$ cat src/rtl/dnn_pkg.sv
`default_nettype none
// ============================================================================
// Module      : dnn_pkg
// Description : Shared constants, FSM state encoding and helper function for
//               the time-multiplexed fully-connected layer engine.
// Revision    : 1.0 - initial release
// ============================================================================
package dnn_pkg;

  localparam int DNN_I_W   = 5;
  localparam int DNN_N_IN  = 4;
  localparam int DNN_N_OUT = 4;

  typedef enum logic [1:0] {
    ST_IDLE = 2'd0,
    ST_CALC = 2'd1,
    ST_EMIT = 2'd2
  } dnn_state_t;

  // Counter/index width that never collapses to zero bits for a count of 1.
  function automatic int clog2m1(input int value);
    return (value <= 1) ? 1 : $clog2(value);
  endfunction

endpackage
`default_nettype wire

$ cat src/rtl/dnn_mac_unit.sv
`default_nettype none
// ============================================================================
// Module      : dnn_mac_unit
// Description : Signed multiply-accumulate register. Each enabled cycle adds
//               the full-width signed product i_a*i_b (sign-extended or
//               wrapped to ACC_W) to the accumulator. i_clr has priority.
// Ports       : clk, rst (async, active high)
//               i_clr  - synchronous clear of the accumulator
//               i_en   - accumulate enable
//               i_a    - signed multiplicand, I_W bits
//               i_b    - signed multiplier,   I_W bits
//               o_acc  - signed accumulator,  ACC_W bits
// Revision    : 1.0 - initial release
// ============================================================================
module dnn_mac_unit #(
  parameter int I_W   = 5,
  parameter int ACC_W = 12
) (
  input  logic             clk,
  input  logic             rst,
  input  logic             i_clr,
  input  logic             i_en,
  input  logic [I_W-1:0]   i_a,
  input  logic [I_W-1:0]   i_b,
  output logic [ACC_W-1:0] o_acc
);

  logic signed [2*I_W-1:0] w_prod;
  logic        [ACC_W-1:0] w_prod_ext;
  logic        [ACC_W-1:0] r_acc;

  assign w_prod = $signed(i_a) * $signed(i_b);

  // Fit the 2*I_W product to the accumulator: sign-extend when wider,
  // silently wrap (keep low bits) when narrower.
  generate
    if (ACC_W > 2*I_W) begin : g_sext
      assign w_prod_ext = {{(ACC_W-2*I_W){w_prod[2*I_W-1]}}, w_prod};
    end else if (ACC_W == 2*I_W) begin : g_exact
      assign w_prod_ext = w_prod;
    end else begin : g_wrap
      assign w_prod_ext = w_prod[ACC_W-1:0];
    end
  endgenerate

  always_ff @(posedge clk or posedge rst) begin
    if (rst) begin
      r_acc <= '0;
    end else if (i_clr) begin
      r_acc <= '0;
    end else if (i_en) begin
      r_acc <= r_acc + w_prod_ext;
    end
  end

  assign o_acc = r_acc;

endmodule
`default_nettype wire

$ cat src/rtl/dnn_layer_seq.sv
`default_nettype none
// ============================================================================
// Module      : dnn_layer_seq
// Description : Time-multiplexed fully-connected layer y[j] = sum_i x[i]*w[i][j]
//               using one shared signed MAC. A batch (x and w) is captured on
//               an in_valid/in_ready handshake; neurons are computed one at a
//               time (N_IN cycles each) and streamed out with a back-
//               pressurable valid/ready interface.
// Option      : define DNN_RELU_EN to clamp negative results to zero on the
//               output only (the accumulator itself stays signed).
// Ports       : clk, rst (async, active high)
//               in_valid/in_ready   - batch handshake, ready only when idle
//               in_x                - packed x[i] at in_x[i*I_W +: I_W]
//               in_w                - packed w[i][j] at (i*N_OUT+j)*I_W
//               out_valid/out_ready - result handshake
//               out_data            - signed neuron result
//               out_idx             - neuron index j
//               out_last            - marks j == N_OUT-1
//               busy                - computing or emitting
// Revision    : 1.0 - initial release
// ============================================================================
module dnn_layer_seq
  import dnn_pkg::*;
#(
  parameter int I_W   = DNN_I_W,
  parameter int N_IN  = DNN_N_IN,
  parameter int N_OUT = DNN_N_OUT,
  parameter int ACC_W = 2*I_W + $clog2(N_IN)
) (
  input  logic                        clk,
  input  logic                        rst,
  input  logic                        in_valid,
  output logic                        in_ready,
  input  logic [N_IN*I_W-1:0]         in_x,
  input  logic [N_IN*N_OUT*I_W-1:0]   in_w,
  output logic                        out_valid,
  input  logic                        out_ready,
  output logic [ACC_W-1:0]            out_data,
  output logic [clog2m1(N_OUT)-1:0]   out_idx,
  output logic                        out_last,
  output logic                        busy
);

  localparam int I_CW = clog2m1(N_IN);
  localparam int J_CW = clog2m1(N_OUT);
  localparam logic [I_CW-1:0] c_i_last = I_CW'(N_IN - 1);
  localparam logic [J_CW-1:0] c_j_last = J_CW'(N_OUT - 1);

  dnn_state_t                  r_state;
  dnn_state_t                  w_state_nxt;
  logic [N_IN*I_W-1:0]         r_x;
  logic [N_IN*N_OUT*I_W-1:0]   r_w;
  logic [I_CW-1:0]             r_i;
  logic [I_CW-1:0]             w_i_nxt;
  logic [J_CW-1:0]             r_j;
  logic [J_CW-1:0]             w_j_nxt;
  logic                        w_capture;
  logic                        w_mac_clr;
  logic                        w_mac_en;
  logic                        w_j_is_last;
  logic [ACC_W-1:0]            w_acc;
  logic [ACC_W-1:0]            w_emit_data;

  logic [I_W-1:0]              w_x_arr [N_IN];
  logic [I_W-1:0]              w_w_arr [N_IN][N_OUT];

  // Unpack captured operands so the MAC operands are simple array selects.
  generate
    for (genvar gi = 0; gi < N_IN; gi++) begin : g_unpack_i
      assign w_x_arr[gi] = r_x[gi*I_W +: I_W];
      for (genvar gj = 0; gj < N_OUT; gj++) begin : g_unpack_j
        assign w_w_arr[gi][gj] = r_w[(gi*N_OUT + gj)*I_W +: I_W];
      end
    end
  endgenerate

  dnn_mac_unit #(
    .I_W   (I_W),
    .ACC_W (ACC_W)
  ) u_mac (
    .clk   (clk),
    .rst   (rst),
    .i_clr (w_mac_clr),
    .i_en  (w_mac_en),
    .i_a   (w_x_arr[r_i]),
    .i_b   (w_w_arr[r_i][r_j]),
    .o_acc (w_acc)
  );

  assign w_j_is_last = (r_j == c_j_last);

  always_ff @(posedge clk or posedge rst) begin
    if (rst) begin
      r_state <= ST_IDLE;
      r_i     <= '0;
      r_j     <= '0;
      r_x     <= '0;
      r_w     <= '0;
    end else begin
      r_state <= w_state_nxt;
      r_i     <= w_i_nxt;
      r_j     <= w_j_nxt;
      if (w_capture) begin
        r_x <= in_x;
        r_w <= in_w;
      end
    end
  end

  always_comb begin
    w_state_nxt = r_state;
    w_i_nxt     = r_i;
    w_j_nxt     = r_j;
    w_capture   = 1'b0;
    w_mac_clr   = 1'b0;
    w_mac_en    = 1'b0;
    case (r_state)
      ST_IDLE: begin
        if (in_valid) begin
          w_capture   = 1'b1;
          w_mac_clr   = 1'b1;
          w_i_nxt     = '0;
          w_j_nxt     = '0;
          w_state_nxt = ST_CALC;
        end
      end
      ST_CALC: begin
        w_mac_en = 1'b1;
        if (r_i == c_i_last) begin
          w_state_nxt = ST_EMIT;
        end else begin
          w_i_nxt = r_i + 1'b1;
        end
      end
      ST_EMIT: begin
        if (out_ready) begin
          if (w_j_is_last) begin
            w_state_nxt = ST_IDLE;
          end else begin
            w_j_nxt     = r_j + 1'b1;
            w_i_nxt     = '0;
            w_mac_clr   = 1'b1;
            w_state_nxt = ST_CALC;
          end
        end
      end
      default: begin
        w_state_nxt = ST_IDLE;
      end
    endcase
  end

`ifdef DNN_RELU_EN
  assign w_emit_data = w_acc[ACC_W-1] ? '0 : w_acc;
`else
  assign w_emit_data = w_acc;
`endif

  // Outputs decode directly from state so an async reset clears them at once.
  assign in_ready  = (r_state == ST_IDLE);
  assign busy      = (r_state == ST_CALC) || (r_state == ST_EMIT);
  assign out_valid = (r_state == ST_EMIT);
  assign out_data  = out_valid ? w_emit_data : '0;
  assign out_idx   = out_valid ? r_j : '0;
  assign out_last  = out_valid && w_j_is_last;

endmodule
`default_nettype wire

$ cat config.mk
export PLATFORM = sky130hd
export DESIGN_NAME = dnn_layer_seq
export DESIGN_NICKNAME = d
export VERILOG_FILES = /design/src/rtl/dnn_pkg.sv /design/src/rtl/dnn_mac_unit.sv /design/src/rtl/dnn_layer_seq.sv
export SDC_FILE = /design/constraint.sdc
export NUM_CORES = 1
export LEC_CHECK = 0
export BUFFER_PORTS_ARGS = -buffer_cell sky130_fd_sc_hd__buf_2
export CELL_PAD_IN_SITES_DETAIL_PLACEMENT = 1
export CELL_PAD_IN_SITES_GLOBAL_PLACEMENT = 2
export CORE_MARGIN = 4
export CORE_UTILIZATION = 34
export CTS_CLUSTER_DIAMETER = 120
export CTS_CLUSTER_SIZE = 24
export DETAILED_ROUTE_END_ITERATION = 12
export PLACE_DENSITY_LB_ADDON = 0.1
export SYNTH_ARGS = -nofsm -noshare
export SYNTH_HDL_FRONTEND = slang
export SYNTH_SLANG_ARGS = --single-unit
export TNS_END_PERCENT = 10
$ cat constraint.sdc
create_clock -name clk -period 5.7 [get_ports clk]
set_clock_uncertainty 0.05 [all_clocks]
set_input_delay 0.57 -clock clk [delete_from_list [all_inputs] [get_ports clk]]
set_output_delay 0.57 -clock clk [all_outputs]
set_load 0.01 [all_outputs]
==> metrics.yaml <==
run_status:
  status: "finished with violations"
  failed_checks: "negative setup slack"
die:
  coreArea_um2: 19500
  rows: 51
  die_h_um: 149
  die_area_um2: 22200
  ioPinCount: 122
  fp.dieW_um: 149
  start_util_pct: 34.7
timing:
  maxSlewViolCount: 0
  fin_crit_sh_pct: 103
  worst_slack_ns: -0.158
  tightestPinTransition_ns: 0.914
  finalHoldViolations: 0
  period_needed_ns: 5.86
  max_freq_mhz: 171
  fin_tns_setup_ns: -0.278
  rsz0062_at_grt: "true"
  setup_violations: 2
  maxSlewHeadroom_pct: 39.1
critical_path:
  max_stage_delay_ns: 0.56
  cpMostUsedCell: "fa_1"
  cp.buffers_inverters: 3
  crit_type: "flip-flop to flip-flop"
  cp.required_ns: 6.00
  cp_data_arrival_time_ns: 6.16
  critPathLaunchType: "flip-flop"
  cpLargestDelayFamily: "adder cells"
  crit_slowest_cell: "mux4_2"
  worst_setup_path_end_kind: "flip-flop"
  path_cells: "buf_12, mux4_2, mux4_2, and2_4, fa_1, inv_2, fa_1, fa_1, inv_2, ha_4, a21o_1, a21oi_2, o21bai_1, a21oi_1, xnor2_1, ha_1, a211oi_2, nor2_1, a211oi_2, xnor2_1, a211o_1, nand2_1"
  critPathMaxFanout: 6
logic_synthesis:
  synth_cells: 525
  synth_top_area_cell: "dfrtp_1"
  yosysTopAreaCellShare_pct: 43.6
  synth_edf_count: 0
  yosysMostFrequentCell: "dfrtp_1"
  syn_avg_cell_area_um2: 12.9
  synth_flop_cell: "dfrtp_1"
  netlist_area_um2: 6770
  synth_nets: 679
  ys_seq_elements: 118
  synth_cell_type_count: 39
  yosys-top-cells-count: "dfrtp_1, mux2_2, inv_1"
  ys_warn_count: 0
  synthArstFlopShare_pct: 100
  ys_seq_area_share_pct: 43.6
  synth_area_leaders: "dfrtp_1, mux2_2, mux4_2"
cells_and_area:
  area_delta_synth_final_pct: 26.9
  antenna_cells: 0
  multi_input_comb_area_um2: 3630
  stdcell_count: 955
  n_fill_cell: 2128
  final_nets: 831
  drive_gt1_share_pct: 49.6
  seq_area_um2: 2950
  final_util_pct: 44.0
placed_design:
  place_ws_ns: -0.288
  place.gp.congestion: 0.764
  dpl.hpwl_um: 13200
  numPlacedInstances: 916
  io_buffer_count: 121
clock_tree:
  cts_max_level: 4
  clk_latency_ns: 0.41
  clock_path_buffers: 2
  cts_tree: "yes"
  numCtsBuffers: 17
  cts_sinks: 118
  hold_buffers: 0
  cts.clk_slew.worst_paths_ns: 0.07
  clock-root-buffer: "clkbuf_16"
detailed_routing:
  drt-total-wl_um: 17300
  wl_per_cell_um: 18.1
  drtPass1Iterations: 4
  drt_iter0_markers: 126
  drc: 0
  ant_nets: 0
  vias_per_cell: 4.79
  vias: 4572
global_routing:
  grt_pass1_wl_um: 28300
  grt_max_degree: 71
  antenna_found_initial: 1
  grt_pass1_vias: 5240
  grt_use_total_pct: 16.5
  grt_overflow: 0
job:
  maxCapViolCount: 0
worst_hold_path:
  holdCritPathClass: "input pin to asynchronous set/reset pin"
[placed cells by master, fill, tap and decap left out, types with 4 or more instances in the layout]
cell type	synthesis	final
mux2_2	101	101
xor2_1	4	4
o21ai_1	3	6
and2_4	1	4
ha_1	32	30
a21o_1	4	4
o21bai_1	4	4
mux4_2	29	29
inv_6	0	6
nand2_1	18	17
clkbuf_16	0	17
dfrtp_1	118	117
and2_1	29	26
nand2b_1	6	6
inv_1	40	36
mux2i_1	8	8
xnor2_1	14	13
nor2_1	22	21
o21ai_0	14	11
a21oi_1	13	10
buf_2	4	121
fa_1	18	17
buf_4	0	32
[final cells by class]
type / instances / area share, %
multi-input cells: 343 / 42.3
flip-flops and latches: 118 / 34.4
repair buffers: 157 / 10.9
clock buffers: 17 / 4.95
well taps: 265 / 3.86
clock inverters: 15 / 1.82
inverters: 40 / 1.78
[cell families (layout without fill, tap and decap cells)]
group / after synthesis / count (layout) / share of synthesized area [%]
multiplexers: 138 / 138 / 27.6
adder cells (fa/ha/maj): 50 / 50 / 11.2
XOR/XNOR: 18 / 18 / 2.33
flip-flops: 118 / 118 / 43.6
AO/OA/AOI/OAI: 52 / 52 / 4.82
AND/OR/NAND/NOR: 85 / 85 / 6.39
buffers and inverters: 64 / 229 / 3.97
[metal layers]
layer  vias up  GRT usage [%]  share of wire [%]
li1       2144              -                  -
met5         -              0              0.046
met4         2           4.26               0.80
met1      2344           20.8                 43
met3        13           3.19                3.1
met2        69           29.0                 53
[worst register-to-register path: cells and delay by family, from the launching register on]
family	cells	cell delay (ns)
compound gates	7	1.29
xor+xnor	2	0.29
fa+ha+maj	5	2.03
buf+inv	3	0.26
flops	1	0.48
mux	2	1.09
simple gates	3	0.32
[through the flow]
step	cell area [µm²]	hold slack [ns]
after floorplan	6790	0.417
after global placement	7870	0.434
after detailed placement	7870	0.440
after CTS	8570	0.214
after global routing	8590	0.238
final	8590	0.193
[flip-flops by register name, indices dropped and copies added, names as in the netlist]
register	flops
r_j	2
r_i	2
u_mac.o_acc	12
r_x	20
r_w	80
r_state	2
[repair_timing]
item | 4_1_cts | 5_1_grt
setup buffers | 6 | 0
endpoints found under the setup margin | 2 | 4
pin swaps | 20 | 3
resized for setup | 13 | 4
gates cloned | 1 | 0
[final timing paths]
check | from | end | slack, ns | cells after the start
min in group clk | in_w[67] | r_w[67] | 0.33 | 2
worst max register to register | r_i[0] | u_mac.o_acc[11] | -0.16 | 22
worst min register to register | r_w[10] | r_w[10] | 0.45 | 1
worst max-delay path | r_i[0] | u_mac.o_acc[11] | -0.16 | 22
max in group asynchronous | rst | r_i[0] | 4.00 | 3
worst min-delay path | rst | u_mac.o_acc[10] | 0.19 | 2
Power is left out: the tool's default activity adds up to more than one toggle a clock period on the data nets, which glitch-free logic cannot reach.
